$ cat src/rtl/mmio_arbiter_pkg.sv
// Shared types and constants for the MMIO arbiter.
// Holds the FSM state enum, default sizing and a one-hot decode helper.
package mmio_arb_pkg;

    localparam int NUM_REQ_DEF = 4;

    // Port block decodes 2**PORT_EXPONENT ports, two addresses per port.
    localparam int PORT_EXPONENT  = 4;
    localparam int PORT_LIMIT_DEF = 2 * (2 ** PORT_EXPONENT);

    typedef enum logic [1:0] {
        ST_IDLE   = 2'd0,
        ST_ACCESS = 2'd1,
        ST_RESP   = 2'd2
    } arb_state_e;

    // Index of the set bit in a one-hot vector (0 when empty).
    function automatic int oh_to_idx(input logic [31:0] oh);
        int idx;
        idx = 0;
        for (int i = 0; i < 32; i++) begin
            if (oh[i]) begin
                idx = i;
            end
        end
        return idx;
    endfunction

endpackage

$ cat src/rtl/mmio_arbiter_if.sv
// Bundle between NUM_REQ requesters, the arbiter and the MMIO port block.
// slave: arbiter view; master: requester/port-block view.
interface mmio_arbiter_if
    import mmio_arb_pkg::*;
#(
    parameter int NUM_REQ = NUM_REQ_DEF
);

    // Requester side
    logic [NUM_REQ-1:0]       req;
    logic [NUM_REQ-1:0]       req_we;
    logic [NUM_REQ-1:0][15:0] req_addr;
    logic [NUM_REQ-1:0][15:0] req_wdata;
    logic [NUM_REQ-1:0]       gnt;
    logic [NUM_REQ-1:0]       done;
    logic [15:0]              rdata;
    logic                     err;

    // MMIO port block side
    logic                     mmio_read;
    logic                     mmio_write;
    logic [15:0]              mmio_addr;
    logic [15:0]              mmio_wdata;
    logic [15:0]              mmio_rdata;

    modport slave (
        input  req,
        input  req_we,
        input  req_addr,
        input  req_wdata,
        output gnt,
        output done,
        output rdata,
        output err,
        output mmio_read,
        output mmio_write,
        output mmio_addr,
        output mmio_wdata,
        input  mmio_rdata
    );

    modport master (
        output req,
        output req_we,
        output req_addr,
        output req_wdata,
        input  gnt,
        input  done,
        input  rdata,
        input  err,
        input  mmio_read,
        input  mmio_write,
        input  mmio_addr,
        input  mmio_wdata,
        output mmio_rdata
    );

endinterface

$ cat src/rtl/mmio_arbiter_rr_arbiter.sv
// Combinational round-robin winner select: searches from last_winner+1 up with wrap.
// Ports: req (in), last_winner (in), winner (one-hot out). PRIO_EN makes req[0] always win.
module rr_arbiter
    import mmio_arb_pkg::*;
#(
    parameter int  NUM_REQ = NUM_REQ_DEF,
    parameter bit  PRIO_EN = 1'b0,
    localparam int IW      = (NUM_REQ > 1) ? $clog2(NUM_REQ) : 1
) (
    input  logic [NUM_REQ-1:0] req,
    input  logic [IW-1:0]      last_winner,
    output logic [NUM_REQ-1:0] winner
);

    int   idx;
    logic found;

    always_comb begin
        winner = '0;
        found  = 1'b0;
        idx    = 0;
        if (PRIO_EN && req[0]) begin
            winner[0] = 1'b1;
        end else begin
            // k == NUM_REQ revisits last_winner itself, so a lone
            // repeat requester is still served.
            for (int k = 1; k <= NUM_REQ; k++) begin
                idx = int'(last_winner) + k;
                if (idx >= NUM_REQ) begin
                    idx = idx - NUM_REQ;
                end
                // With priority on, requester 0 is handled above only.
                if (!found && req[IW'(idx)] &&
                    !(PRIO_EN && (idx == 0))) begin
                    winner[IW'(idx)] = 1'b1;
                    found            = 1'b1;
                end
            end
        end
    end

endmodule

$ cat src/rtl/mmio_arbiter.sv
// Shares one MMIO port block among NUM_REQ requesters: IDLE -> ACCESS -> RESP.
// Ports: clk, rst (sync, active-high), bus (mmio_arbiter_if.slave): req/we/addr/wdata in,
// gnt/done/rdata/err out, mmio_read/write/addr/wdata out, mmio_rdata in.
// Optional macro MMIO_ARB_PRIORITY_EN: requester 0 (CPU) wins whenever it requests.
module mmio_arbiter
    import mmio_arb_pkg::*;
#(
    parameter int NUM_REQ    = NUM_REQ_DEF,
    parameter int PORT_LIMIT = PORT_LIMIT_DEF
) (
    input logic            clk,
    input logic            rst,
    mmio_arbiter_if.slave  bus
);

    localparam int          IW    = (NUM_REQ > 1) ? $clog2(NUM_REQ) : 1;
    localparam logic [16:0] LIMIT = 17'(PORT_LIMIT);

`ifdef MMIO_ARB_PRIORITY_EN
    localparam bit PRIO_EN = 1'b1;
`else
    localparam bit PRIO_EN = 1'b0;
`endif

    arb_state_e         state_q, state_d;
    logic [IW-1:0]      last_q, last_d;
    logic [IW-1:0]      win_q, win_d;
    logic               we_q, we_d;
    logic [15:0]        addr_q, addr_d;
    logic [15:0]        wdata_q, wdata_d;
    logic [15:0]        rdata_q, rdata_d;
    logic               err_q, err_d;

    logic [NUM_REQ-1:0] win_oh;
    logic [IW-1:0]      win_idx;
    logic               in_range;

    rr_arbiter #(
        .NUM_REQ (NUM_REQ),
        .PRIO_EN (PRIO_EN)
    ) u_rr (
        .req         (bus.req),
        .last_winner (last_q),
        .winner      (win_oh)
    );

    assign win_idx  = IW'(oh_to_idx(32'(win_oh)));
    assign in_range = ({1'b0, addr_q} < LIMIT);

    // State and datapath registers
    always_ff @(posedge clk) begin
        if (rst) begin
            state_q <= ST_IDLE;
            last_q  <= IW'(NUM_REQ - 1);
            win_q   <= '0;
            we_q    <= 1'b0;
            addr_q  <= '0;
            wdata_q <= '0;
            rdata_q <= '0;
            err_q   <= 1'b0;
        end else begin
            state_q <= state_d;
            last_q  <= last_d;
            win_q   <= win_d;
            we_q    <= we_d;
            addr_q  <= addr_d;
            wdata_q <= wdata_d;
            rdata_q <= rdata_d;
            err_q   <= err_d;
        end
    end

    // Next-state logic
    always_comb begin
        state_d = state_q;
        unique case (state_q)
            ST_IDLE: begin
                if (|bus.req) begin
                    state_d = ST_ACCESS;
                end
            end
            ST_ACCESS: state_d = ST_RESP;
            ST_RESP:   state_d = ST_IDLE;
            default:   state_d = ST_IDLE;
        endcase
    end

    // Datapath next values
    always_comb begin
        last_d  = last_q;
        win_d   = win_q;
        we_d    = we_q;
        addr_d  = addr_q;
        wdata_d = wdata_q;
        rdata_d = rdata_q;
        err_d   = err_q;
        unique case (state_q)
            ST_IDLE: begin
                if (|bus.req) begin
                    win_d   = win_idx;
                    we_d    = bus.req_we[win_idx];
                    addr_d  = bus.req_addr[win_idx];
                    wdata_d = bus.req_wdata[win_idx];
                end
            end
            ST_ACCESS: begin
                // Port block answers during the strobe cycle; capture it
                // here so it is presented alongside done.
                rdata_d = (in_range && !we_q) ? bus.mmio_rdata : 16'h0000;
                err_d   = !in_range;
            end
            ST_RESP: begin
                last_d = win_q;
            end
            default: ;
        endcase
    end

    // Outputs; reset gates everything in the same cycle
    always_comb begin
        bus.gnt        = '0;
        bus.done       = '0;
        bus.mmio_read  = 1'b0;
        bus.mmio_write = 1'b0;
        if (!rst) begin
            unique case (state_q)
                ST_IDLE: begin
                    bus.gnt = win_oh;
                end
                ST_ACCESS: begin
                    bus.mmio_read  = in_range && !we_q;
                    bus.mmio_write = in_range && we_q;
                end
                ST_RESP: begin
                    bus.done[win_q] = 1'b1;
                end
                default: ;
            endcase
        end
        bus.mmio_addr  = rst ? 16'h0000 : addr_q;
        bus.mmio_wdata = rst ? 16'h0000 : wdata_q;
        bus.rdata      = rst ? 16'h0000 : rdata_q;
        bus.err        = rst ? 1'b0 : err_q;
    end

endmodule

$ cat src/flat_wrapper.sv
// flat-port wrapper written by rule: the top's interface ports become plain ports
module mmio_arbiter_flat import mmio_arb_pkg::*;
#(
    parameter int NUM_REQ    = NUM_REQ_DEF,
    parameter int PORT_LIMIT = PORT_LIMIT_DEF
)
  (clk, rst, bus_req, bus_req_we, bus_req_addr, bus_req_wdata, bus_gnt, bus_done, bus_rdata, bus_err, bus_mmio_read, bus_mmio_write, bus_mmio_addr, bus_mmio_wdata, bus_mmio_rdata);
  mmio_arbiter_if #(.NUM_REQ(NUM_REQ)) bus_i ();
  input logic clk;
  input logic rst;
  input wire logic [$bits(bus_i.req)-1:0] bus_req;
  input wire logic [$bits(bus_i.req_we)-1:0] bus_req_we;
  input wire logic [$bits(bus_i.req_addr)-1:0] bus_req_addr;
  input wire logic [$bits(bus_i.req_wdata)-1:0] bus_req_wdata;
  output wire logic [$bits(bus_i.gnt)-1:0] bus_gnt;
  output wire logic [$bits(bus_i.done)-1:0] bus_done;
  output wire logic [$bits(bus_i.rdata)-1:0] bus_rdata;
  output wire logic [$bits(bus_i.err)-1:0] bus_err;
  output wire logic [$bits(bus_i.mmio_read)-1:0] bus_mmio_read;
  output wire logic [$bits(bus_i.mmio_write)-1:0] bus_mmio_write;
  output wire logic [$bits(bus_i.mmio_addr)-1:0] bus_mmio_addr;
  output wire logic [$bits(bus_i.mmio_wdata)-1:0] bus_mmio_wdata;
  input wire logic [$bits(bus_i.mmio_rdata)-1:0] bus_mmio_rdata;
  assign bus_i.req = bus_req;
  assign bus_i.req_we = bus_req_we;
  assign bus_i.req_addr = bus_req_addr;
  assign bus_i.req_wdata = bus_req_wdata;
  assign bus_gnt = bus_i.gnt;
  assign bus_done = bus_i.done;
  assign bus_rdata = bus_i.rdata;
  assign bus_err = bus_i.err;
  assign bus_mmio_read = bus_i.mmio_read;
  assign bus_mmio_write = bus_i.mmio_write;
  assign bus_mmio_addr = bus_i.mmio_addr;
  assign bus_mmio_wdata = bus_i.mmio_wdata;
  assign bus_i.mmio_rdata = bus_mmio_rdata;
  mmio_arbiter #(.NUM_REQ(NUM_REQ), .PORT_LIMIT(PORT_LIMIT)) u_core (.clk(clk), .rst(rst), .bus(bus_i));
endmodule
$ cat config.mk
export PLATFORM = sky130hd
export DESIGN_NAME = mmio_arbiter_flat
export DESIGN_NICKNAME = d
export VERILOG_FILES = /design/src/rtl/mmio_arbiter_pkg.sv /design/src/rtl/mmio_arbiter_if.sv /design/src/rtl/mmio_arbiter_rr_arbiter.sv /design/src/rtl/mmio_arbiter.sv /design/src/flat_wrapper.sv
export SDC_FILE = /design/constraint.sdc
export NUM_CORES = 1
export LEC_CHECK = 0
export ABC_AREA = 1
export CAP_MARGIN = 20
export CORE_ASPECT_RATIO = 0.6
export CORE_MARGIN = 2
export CORE_UTILIZATION = 43
export CTS_BUF_LIST = sky130_fd_sc_hd__clkbuf_8 sky130_fd_sc_hd__clkbuf_16
export DETAILED_ROUTE_END_ITERATION = 7
export GPL_TIMING_DRIVEN = 0
export PLACE_DENSITY_LB_ADDON = 0.3
export SETUP_SLACK_MARGIN = 0.1
export SYNTH_ARGS = -nofsm -noshare
export SYNTH_HDL_FRONTEND = slang
export SYNTH_SLANG_ARGS = --single-unit
export TNS_END_PERCENT = 1
$ cat constraint.sdc
create_clock -name clk -period 2.6 [get_ports clk]
set_input_delay 0.52 -clock clk [delete_from_list [all_inputs] [get_ports clk]]
set_output_delay 0.52 -clock clk [all_outputs]
set_load 0.01 [all_outputs]
==> run summary, run 1 <==
Number of detailed-route iterations in the first pass = 5
Proportion of power drawn by the clock network = 21.6%
CTS clk-pin slew, worst paths = 0.08 ns
Final period util = 99.5%
HPWL reported at the end of detailed placement = 12,400 µm
Switching Power = 0.00127 W
Register bit count reported by yosys = 56
Remaining number of nets flagged by the antenna check after routing = 0
Reg-to-reg critical path endpoint = u_core.wdata_q[6]$_SDFFE_PP0P_
Vertical die dimension = 84.5 µm
Max Freq = 0.387 GHz
# fillers = 988
Post-DR wirelength/cell = 13.7 µm
Number of buffers inserted during clock tree synthesis = 5
Gr ovfl total = 0
Clock sinks = 56
Standby leakage power = 4.22 nW
Fin. max-slew vios = 0
Result of the run = finished clean
Buffers from clock root to sink, at most = 2
Switching share of power = 38.3%
Total track usage = 27.7%
Number of antenna violations at the first check in global routing = 0
Mapped Avg Cell Area = 5.59 µm²
Number of distinct library cells after synthesis = 34
Hold violation count in the final report = 0
Weighted congestion reported at the end of routability-driven placement = 0.960
Most used DFF post-synth = sky130_fd_sc_hd__dfxtp_1
Pin slew with the least headroom to its limit = 0.618 ns
Number of cells on the worst reg-to-reg path = 15
Global-route wire length before repair = 26,200 µm
Worst setup path class = flip-flop to output port
Post-synthesis instance total = 831
Clock tree from TritonCTS = yes
YS warnings = 0
Later-pin clock latency in the skew report = 0.30 ns
Max cap viols = 0
Most used cells in the layout excluding fill and tap cells = sky130_fd_sc_hd__inv_1 (233), sky130_fd_sc_hd__nand2_1 (191), sky130_fd_sc_hd__clkdlybuf4s50_1 (172)
Die outline width = 138 µm
Fraction of final layout cells sized beyond drive strength 1 = 10.1%
Accumulated negative setup slack = 0 ns
Final min period = 2.59 ns
Cells on Worst Hold Path = 4
Worst hold margin = 0.543 ns
Via-to-Cell Ratio = 4.70
Post-Layout Inst Area = 7460 µm²
Setup repair after global routing missed its margin = true
Via count = 5,650
Worst-case headroom to the max-slew limit = 58.8%
Syn-to-layout area delta = 60.6%
Final WL = 16,500 µm
Violation count after the first detailed-route iteration = 347
Antenna diode instance count = 0
Maximum number of pins on one net before global-route repair = 20
Power density normalized to cell area = 445 nW/µm²
Number of I/O port buffers = 212
Number of top-level pins = 213
Element type at the critical path end = output port
Path category of the worst min-delay check = flip-flop to flip-flop
Global-route layer with the greatest usage = met2
Fraction of power consumed by combinational cells = 48.1%
Highest ir drop seen on vdd = 0.313 mV
Total chip power = 0.00332 W
Die Footprint = 11,700 µm²
Number of global-route vias before repair = 5,238
GR met2 Demand/Resource = 43.6%
Part of the total power dissipated in sequential elements = 30.3%
Met1 Usage GRT = 38.7%
Kind of start point of the critical path = flip-flop
Clock tree root buffer cell = sky130_fd_sc_hd__clkbuf_16
Most frequent standard cell in the layout excluding fill and tap cells = sky130_fd_sc_hd__inv_1
Async set or reset register ratio after synthesis = 0%
WP data required = 2.08 ns
Clock tree skew after final layout = 0.00493 ns
Number of enable-type register cells in the synthesized netlist = 0
H-tree levels = 2
Global routing usage on met3 = 5.99%
Hold bufs inserted after CTS = 0
Summed instance area of the synthesized netlist = 4650 µm²
Proportion of synthesized chip area in sequential cells = 24.1%
Beginning of the worst register-to-register path = u_core.last_q[1]$_SDFFE_PP1N_
Number of standard-cell rows in the floorplan = 29
Placed Area = 6940 µm²
R2R setup slack = 0.06 ns
End point of the most critical hold path = u_core.wdata_q[14]$_SDFFE_PP0P_
Post-Syn Nets = 992
Effective utilization at floorplan = 44.0%
Critical hold path startpoint = u_core.wdata_q[14]$_SDFFE_PP0P_
Data arrival time of the worst path = 2.07 ns
Total of endpoints with negative setup slack in the final report = 0
Power Internal = 0.00205 W
Core box area = 10,600 µm²
DRC Markers = 0
Crit Path Max Fanout = 8
# nets final = 1,222
through the flow:
| stage | std cells | setup WS (ns) | util, % |
|---|---|---|---|
| floorplan | 831 | 0.155 | - |
| global placement | 1182 | -0.776 | 65.8 |
| detailed placement | 1182 | -0.789 | 65.8 |
| CTS | 1198 | -0.110 | 69.1 |
| global route | 1201 | -0.0423 | 70.7 |
| finish | 1201 | 0.0141 | 70.7 |
power groups by stage:
stage,Clock (W),Combinational (W),Sequential [W]
floorplan,0,0.000872,0.00101
global placement,0,0.00143,0.00102
detailed placement,0,0.00146,0.00102
CTS,0.000722,0.00151,0.00101
global route,0.000752,0.00177,0.00102
finish,0.000719,0.00160,0.00101
worst max-delay path by stage:
stage	from	to	slack, ns	cells past startpoint
finish	u_core.last_q[1]$_SDFFE_PP1N_	bus_gnt[3]	0.01	13
global placement	u_core.last_q[1]$_SDFFE_PP1N_	bus_gnt[3]	-0.78	13
detailed placement	u_core.last_q[1]$_SDFFE_PP1N_	bus_gnt[3]	-0.79	13
floorplan	u_core.last_q[1]$_SDFFE_PP1N_	bus_gnt[3]	0.16	12
global route	u_core.last_q[1]$_SDFFE_PP1N_	bus_gnt[0]	-0.04	12
CTS	u_core.addr_q[5]$_SDFFE_PP0P_	bus_mmio_read	-0.11	5
synth_stat cells, types with 4 or more instances:
cell / instances / area, µm²
sky130_fd_sc_hd__a21oi_1: 69 / 345
sky130_fd_sc_hd__a22o_1: 16 / 140
sky130_fd_sc_hd__buf_1: 5 / 18.8
sky130_fd_sc_hd__buf_2: 14 / 70.1
sky130_fd_sc_hd__buf_4: 4 / 30.0
sky130_fd_sc_hd__buf_6: 4 / 45.0
sky130_fd_sc_hd__clkbuf_1: 14 / 52.6
sky130_fd_sc_hd__dfxtp_1: 56 / 1120
sky130_fd_sc_hd__ha_1: 7 / 87.6
sky130_fd_sc_hd__inv_1: 235 / 882
sky130_fd_sc_hd__nand2_1: 197 / 739
sky130_fd_sc_hd__nand2_2: 4 / 25.0
sky130_fd_sc_hd__nand3_1: 41 / 205
sky130_fd_sc_hd__nand3b_1: 33 / 248
sky130_fd_sc_hd__nor2_1: 93 / 349
sky130_fd_sc_hd__nor3_1: 4 / 20.0
sky130_fd_sc_hd__nor4_1: 5 / 31.3
sky130_fd_sc_hd__o21ai_0: 4 / 20.0
per-layer routing:
metal / up-vias / wire length [µm]
li1: 2908 / -
met1: 2501 / 7720
met2: 219 / 7090
met3: 22 / 1370
met4: 0 / 282
met5: - / 0
area by class of cell:
| cell class | instances | area (µm²) | share of cell area (%) |
|---|---|---|---|
| multi-input combinational | 494 | 2600 | 34.9 |
| timing repair buffer | 223 | 2180 | 29.2 |
| sequential | 56 | 1130 | 15.1 |
| inverter | 240 | 915 | 12.3 |
| buffer | 41 | 313 | 4.19 |
| tap | 139 | 174 | 2.33 |
| clock buffer | 5 | 125 | 1.68 |
| clock inverter | 3 | 27.5 | 0.369 |
what timing repair did:
action                     4_1_cts  5_1_grt
hold endpoints to repair         0        0
buffers inserted                 8        3
gates resized for setup         90       49
setup endpoints to repair       94       47
pin swaps                        5       18
flip-flops by register name, summed over array words and instances, names as in the netlist:
name	count
u_core.wdata_q	16
u_core.last_q	2
u_core.state_q	2
u_core.err_q	1
u_core.we_q	1
u_core.addr_q	16
u_core.rdata_q	16
u_core.win_q	2
cell families (layout without fill, tap and decap cells):
| group | after synthesis | after routing | share of synthesized area (%) |
|---|---|---|---|
| and+or+nand+nor | 390 | 390 | 37.7 |
| buffers and inverters | 281 | 512 | 24.1 |
| AOI/OAI and AO/OA | 97 | 97 | 12.2 |
| DFF | 56 | 56 | 24.1 |
| adders and majority gates | 7 | 7 | 1.88 |
worst max-delay path: stages, from the launching register on:
cell,delay (ns)
sky130_fd_sc_hd__dfxtp_4,0.36
sky130_fd_sc_hd__clkinvlp_4,0.10
sky130_fd_sc_hd__buf_4,0.17
sky130_fd_sc_hd__nand3_1,0.11
sky130_fd_sc_hd__nand2_2,0.14
sky130_fd_sc_hd__buf_4,0.15
sky130_fd_sc_hd__inv_2,0.04
sky130_fd_sc_hd__nor2_4,0.14
sky130_fd_sc_hd__nand3_2,0.10
sky130_fd_sc_hd__nand3_4,0.13
sky130_fd_sc_hd__buf_8,0.10
sky130_fd_sc_hd__nand2_1,0.04
sky130_fd_sc_hd__inv_1,0.07
sky130_fd_sc_hd__buf_6,0.10
(Power assumes the default switching activity.)
==> run 2, diff against run 1 <==
--- a/config.mk
+++ b/config.mk
@@ -11,6 +11,7 @@
 export CORE_MARGIN = 2
 export CORE_UTILIZATION = 43
 export CTS_BUF_LIST = sky130_fd_sc_hd__clkbuf_8 sky130_fd_sc_hd__clkbuf_16
+export CTS_CLUSTER_SIZE = 12
 export DETAILED_ROUTE_END_ITERATION = 7
 export GPL_TIMING_DRIVEN = 0
 export PLACE_DENSITY_LB_ADDON = 0.3
==> results of run 2 <==
Same layout as run 1: the final DEF is identical, and so are final timing and power.
==> run 3, diff against run 2 <==
--- a/config.mk
+++ b/config.mk
@@ -7,8 +7,8 @@
 export LEC_CHECK = 0
 export ABC_AREA = 1
 export CAP_MARGIN = 20
-export CORE_ASPECT_RATIO = 0.6
-export CORE_MARGIN = 2
+export CORE_ASPECT_RATIO = 1.2
+export CORE_MARGIN = 3
 export CORE_UTILIZATION = 43
 export CTS_BUF_LIST = sky130_fd_sc_hd__clkbuf_8 sky130_fd_sc_hd__clkbuf_16
 export CTS_CLUSTER_SIZE = 12
==> run summary, run 3 (synthesis results as in run 1) <==
Crit Path Max Fanout = 4
Clock tree root buffer cell = sky130_fd_sc_hd__clkbuf_16
WP data required = 2.08 ns
Clock tree skew after final layout = 0.00455 ns
Buffers from clock root to sink, at most = 2
Number of standard-cell rows in the floorplan = 40
# nets final = 1,218
Number of detailed-route iterations in the first pass = 5
Max cap viols = 0
Sequential cell area = 1130 µm²
Number of cells in the design after placement = 1,169
Kind of start point of the critical path = flip-flop
Antenna diode instance count = 0
Weighted congestion reported at the end of routability-driven placement = 0.882
Die outline width = 101 µm
Worst-case headroom to the max-slew limit = 62.9%
Remaining number of nets flagged by the antenna check after routing = 0
Part of the total power dissipated in sequential elements = 31.1%
Fraction of final layout cells sized beyond drive strength 1 = 9.36%
Power Internal = 0.00203 W
Fraction of power consumed by combinational cells = 47.2%
Later-pin clock latency in the skew report = 0.29 ns
Syn-to-layout area delta = 60.2%
Number of global-route vias before repair = 5,361
Element type at the critical path end = output port
Maximum number of pins on one net before global-route repair = 20
Effective utilization at floorplan = 45.3%
Post-DR wirelength/cell = 13.6 µm
Via-to-Cell Ratio = 4.68
Area used by multi-input combinational logic = 2590 µm²
Die Footprint = 12,100 µm²
Switching Power = 0.00124 W
Power density normalized to cell area = 439 nW/µm²
Worst setup path class = flip-flop to output port
H-tree levels = 2
Placement Setup Slack = -0.768 ns
Violation count after the first detailed-route iteration = 231
Worst hold margin = 0.531 ns
Number of buffers inserted during clock tree synthesis = 5
Highest ir drop seen on vdd = 0.289 mV
DRC Markers = 0
Hold bufs inserted after CTS = 0
Final Worst Setup Slack = -0.0547 ns
Result of the run = complete, but fails checks
Final WL = 16,100 µm
Accumulated negative setup slack = -0.282 ns
Final min period = 2.65 ns
Number of I/O port buffers = 212
HPWL reported at the end of detailed placement = 12,100 µm
Largest regs = u_core.addr_q (16), u_core.rdata_q (16), u_core.wdata_q (16)
Switching share of power = 37.9%
Vertical die dimension = 120 µm
Pin slew with the least headroom to its limit = 0.556 ns
Most used cells in the layout excluding fill and tap cells = sky130_fd_sc_hd__inv_1 (233), sky130_fd_sc_hd__nand2_1 (192), sky130_fd_sc_hd__clkdlybuf4s50_1 (156)
Proportion of power drawn by the clock network = 21.7%
Total of endpoints with negative setup slack in the final report = 10
Number of antenna violations at the first check in global routing = 0
# fillers = 927
Non-filler cells, final = 1,184
Final period util = 102%
Path category of the worst min-delay check = flip-flop to flip-flop
Clock tree from TritonCTS = yes
Global-route wire length before repair = 25,400 µm
Core box area = 10,300 µm²
Setup repair after global routing missed its margin = true
Most frequent standard cell in the layout excluding fill and tap cells = sky130_fd_sc_hd__inv_1
Max Freq = 0.377 GHz
CTS clk-pin slew, worst paths = 0.08 ns
Via count = 5,536
Standby leakage power = 4.53 nW
Number of top-level pins = 213
Gr ovfl total = 0
Fin. max-slew vios = 0
Total track usage = 25.8%
Clock sinks = 56
Hold violation count in the final report = 0
Data arrival time of the worst path = 2.13 ns
Violated checks = negative setup slack
==> run 3: repair_timing <==
action	in CTS	in global routing
endpoints found under the setup margin	94	83
resized for setup	87	58
buffers inserted	6	1
pin swaps	8	21
==> run 3: metrics by stage <==
stage	cell area (µm²)	total power, W	util (%)
6_report	7440	0.00327	72.5
2_1_floorplan	4650	0.00189	-
3_5_place_dp	6930	0.00247	67.5
4_1_cts	7290	0.00324	71.0
5_1_grt	7440	0.00350	72.5
3_3_place_gp	6930	0.00245	67.5
==> run 3: path summary, 6_finish.rpt <==
kind,from,to,slack [ns],cells past startpoint
setup reg to reg,u_core.last_q[1]$_SDFFE_PP1N_,u_core.addr_q[12]$_SDFFE_PP0P_,0.16,17
hold reg to reg,u_core.wdata_q[12]$_SDFFE_PP0P_,u_core.wdata_q[12]$_SDFFE_PP0P_,0.53,4
setup / recovery,u_core.last_q[1]$_SDFFE_PP1N_,bus_gnt[1],-0.05,11
hold / removal,u_core.wdata_q[12]$_SDFFE_PP0P_,u_core.wdata_q[12]$_SDFFE_PP0P_,0.53,4
==> run 3: worst max-delay path, stage by stage, from the launching register on <==
cell                            delay, ns
sky130_fd_sc_hd__dfxtp_4             0.37
sky130_fd_sc_hd__clkinvlp_4          0.11
sky130_fd_sc_hd__ha_4                0.32
sky130_fd_sc_hd__nand3_1             0.10
sky130_fd_sc_hd__nand2_2             0.11
sky130_fd_sc_hd__nand2_2             0.09
sky130_fd_sc_hd__nor2_4              0.16
sky130_fd_sc_hd__nand2_1             0.09
sky130_fd_sc_hd__nand3_2             0.12
sky130_fd_sc_hd__nand2_1             0.06
sky130_fd_sc_hd__inv_1               0.05
sky130_fd_sc_hd__dlygate4sd2_1       0.26
==> run 3: final cells by class <==
class / count / area share, %
multi-input combinational: 494 / 34.8
timing repair buffer: 219 / 29.6
sequential: 56 / 15.2
inverter: 240 / 12.3
buffer: 41 / 4.00
tap: 126 / 2.12
clock buffer: 5 / 1.68
clock inverter: 3 / 0.370
==> run 3: power groups by stage <==
stage	Combinational (W)	Sequential [W]	Clock (W)
floorplan	0.000872	0.00101	0
global placement	0.00143	0.00102	0
detailed placement	0.00145	0.00103	0
CTS	0.00151	0.00101	0.000719
global route	0.00173	0.00102	0.000749
finish	0.00154	0.00102	0.000707
==> run 3: per-layer routing <==
metal / vias to the layer above / share of wire [%] / track usage, %
met4: 0 / 1.7 / 6.65
li1: 2889 / - / -
met2: 194 / 50 / 46.0
met5: - / 0 / 0
met3: 26 / 8.0 / 5.87
met1: 2427 / 40 / 30.8
==> RTL change: new RTL, flow settings as in run 3 <==
Reset style: asynchronous (`rst`), changed in one clocked block.
--- a/src/rtl/mmio_arbiter.sv
+++ b/src/rtl/mmio_arbiter.sv
@@ -49,5 +49,5 @@
 
     // State and datapath registers
-    always_ff @(posedge clk) begin
+    always_ff @(posedge clk or posedge rst) begin
         if (rst) begin
             state_q <= ST_IDLE;
Function: no difference found for any inputs over 4 cycles, from zero or initial values and one cycle with rst high; that may be too few to reach the edited logic, so the function may still have changed.
==> RTL change against run 3 <==
  * The flow still finishes with violations (setup timing)
  * Utilization decreased by 1.7 points
  * Wire length about the same
  * Die area rose by 3.2%
  * Cell area is 2.1% higher
  * Setup slack got worse by 0.15 ns
  * Register-to-register slack worse by 0.26 ns
  * First-iteration DRC count increased by 16%
  * Area after synthesis increased by 3.4%
  * Sequential cell count stayed put
  * Critical endpoint unchanged
Power is not compared: it rests on default switching activity, and its combinational part moved more than twofold at a synthesized area within 25%.
==> RTL change: results (changes against run 3) <==
Outcome
  – Status: complete, but fails checks
  – Violated checks: setup timing

Global route
  – Vias in the first global route: 5165 (-3.7%)
  – Total Routing Usage GR: 0.257 (-0.00126)
  – First-pass GRT wire length: 25300 um (-0.44%)
  – Antenna violations before repair: 0 (unchanged)
  – Largest net degree at the start of global routing: 32 (+60%)

Clocking
  – Worst-Skew Late Latency: 0.30 ns
  – CTS Root Cell: clkbuf_16
  – Clock Tree Buf Depth: 2 (unchanged)
  – Clock transition at path regs: 0.08 ns (about the same)
  – H-tree Lvls: 2 (unchanged)
  – CTS buffer count: 5 (unchanged)

Yosys
  – Most common library cells after synthesis: nand2_1 (256), inv_1 (189), nor2_1 (113), dfrtp_1 (54), a21oi_1 (27)
  – Ys async rst share: 1.00 (+1.00)
  – Synth top area cells: dfrtp_1 (28%), nand2_1 (20%), inv_1 (15%)
  – Sequential element share of the synthesized area: 0.292 (+0.0510)
  – Unique masters post-synth: 31 (-8.8%)
  – Synth Net Count: 984 (-0.81%)
  – Warnings, synthesis: 0 (unchanged)

Finish
  – Share of layout cells above drive strength 1: 0.117 (+0.0233)
  – Largest registers: u_core.addr_q: 16 flops, u_core.rdata_q: 16 flops, u_core.wdata_q: 16 flops
  – Total Nets Final: 1221 (+0.25%)
  – # fillers: 958 (+3.3%)

Power
  – Peak supply drop: 590 uV
  – Leak: 4.27 nW

Timing
  – # setup viols final: 34 (+24)
  – Final clock skew: 0.00729 ns (+0.00275 ns)
  – Worst slew pin tran: 0.786 ns (+0.230 ns)
  – PnR worst setup slack: -0.200 ns (-0.146 ns)

Drt
  – Initial DRC Count: 267 (+16%)
  – DR pass1 iterations: 5 (unchanged)
  – Detailed-route wire length per cell: 13.5 um (-0.58%)
  – Vias post-DR: 5500 (-0.65%)

Critical path
  – CP arrival: 2.28 ns (+0.15 ns)
  – Worst-path maximum fanout: 4 (unchanged)

Placement
  – RD Place Congestion: 0.865 (-1.9%)
  – Post-DP HPWL: 12300 um (+1.5%)
  – # port buffers: 212 (unchanged)
  – Dpl cell area: 0.00711 mm^2 (+2.6%)

Min path
  – Worst Hold Class: flop to flop
## RTL change: area by class of cell
| cell class | count | area (um^2) | area share |
|---|---|---|---|
| timing repair buffer | 230 | 2250 | 0.296 |
| tap | 129 | 161 | 0.0212 |
| inverter | 195 | 746 | 0.0981 |
| clock buffer | 5 | 125 | 0.0165 |
| buffer | 40 | 292 | 0.0384 |
| multi-input combinational | 532 | 2610 | 0.343 |
| sequential | 56 | 1400 | 0.185 |
| clock inverter | 3 | 16.3 | 0.00214 |
## RTL change: final timing paths
kind	start	end	slack, ns	depth (start not counted)
worst max-delay path	u_core.last_q[1]	bus_gnt[1]	-0.20	13
worst min-delay path	u_core.wdata_q[8]	u_core.wdata_q[8]	0.49	2
worst max register to register	u_core.last_q[1]	u_core.wdata_q[9]	-0.10	18
worst min register to register	u_core.wdata_q[8]	u_core.wdata_q[8]	0.49	2
max in group asynchronous	rst	u_core.last_q[0]	0.91	5
min in group asynchronous	rst	u_core.wdata_q[14]	1.05	4
## RTL change: critical path, cell delays in order, from the launching register on
cell	delay, ns
dfstp_2	0.56
clkinvlp_4	0.12
ha_4	0.33
inv_4	0.05
nand2_1	0.07
nand2_2	0.07
buf_4	0.14
nor2_2	0.15
nand2_2	0.08
nand3_4	0.11
buf_6	0.11
nand2_2	0.04
inv_2	0.07
buf_6	0.09
## RTL change: where the power goes
part	total [mW]	leakage, nW	switching [mW]	internal (mW)
clock network	0.673	0.0764	0.319	0.353
registers	1.40	0.687	0.189	1.21
logic	6.15	3.51	3.72	2.43
total	8.23	4.27	4.23	4.00
## RTL change: what timing repair did
| item | CTS | global route |
|---|---|---|
| setup endpoints to repair | 94 | 48 |
| pin swaps | 10 | 11 |
| setup buffers | 14 | 3 |
| gates resized for setup | 114 | 22 |
| hold endpoints to repair | 0 | 0 |
## RTL change: cells by family after synthesis
kind of cell             count (synthesis)  share of synthesized area
AND/OR/NAND/NOR                        452                      0.398
buffers and inverters                  235                      0.197
AO/OA/AOI/OAI                           73                     0.0948
flip-flops                              56                      0.292
adder cells (fa/ha/maj)                  7                     0.0182
## RTL change: routing by layer
metal	up-vias	share of wire	track usage
li1	2889	-	-
met1	2405	0.41	0.317
met2	182	0.50	0.444
met3	24	0.072	0.0561
met4	0	0.024	0.0755
met5	-	0	0
## RTL change: stage by stage
| step | std cells | setup slack (ns) | hold slack (ns) | utilization | setup TNS (ns) |
|---|---|---|---|---|---|
| after floorplan | 823 | 0.102 | 0.449 | - | 0 |
| after global placement | 1164 | -1.01 | 0.462 | 0.661 | -79.72 |
| after detailed placement | 1165 | -0.759 | 0.465 | 0.663 | -26.09 |
| after CTS | 1187 | -0.166 | 0.485 | 0.700 | -1.51 |
| after global routing | 1190 | -0.304 | 0.515 | 0.709 | -7.44 |
| final | 1190 | -0.200 | 0.485 | 0.709 | -2.16 |
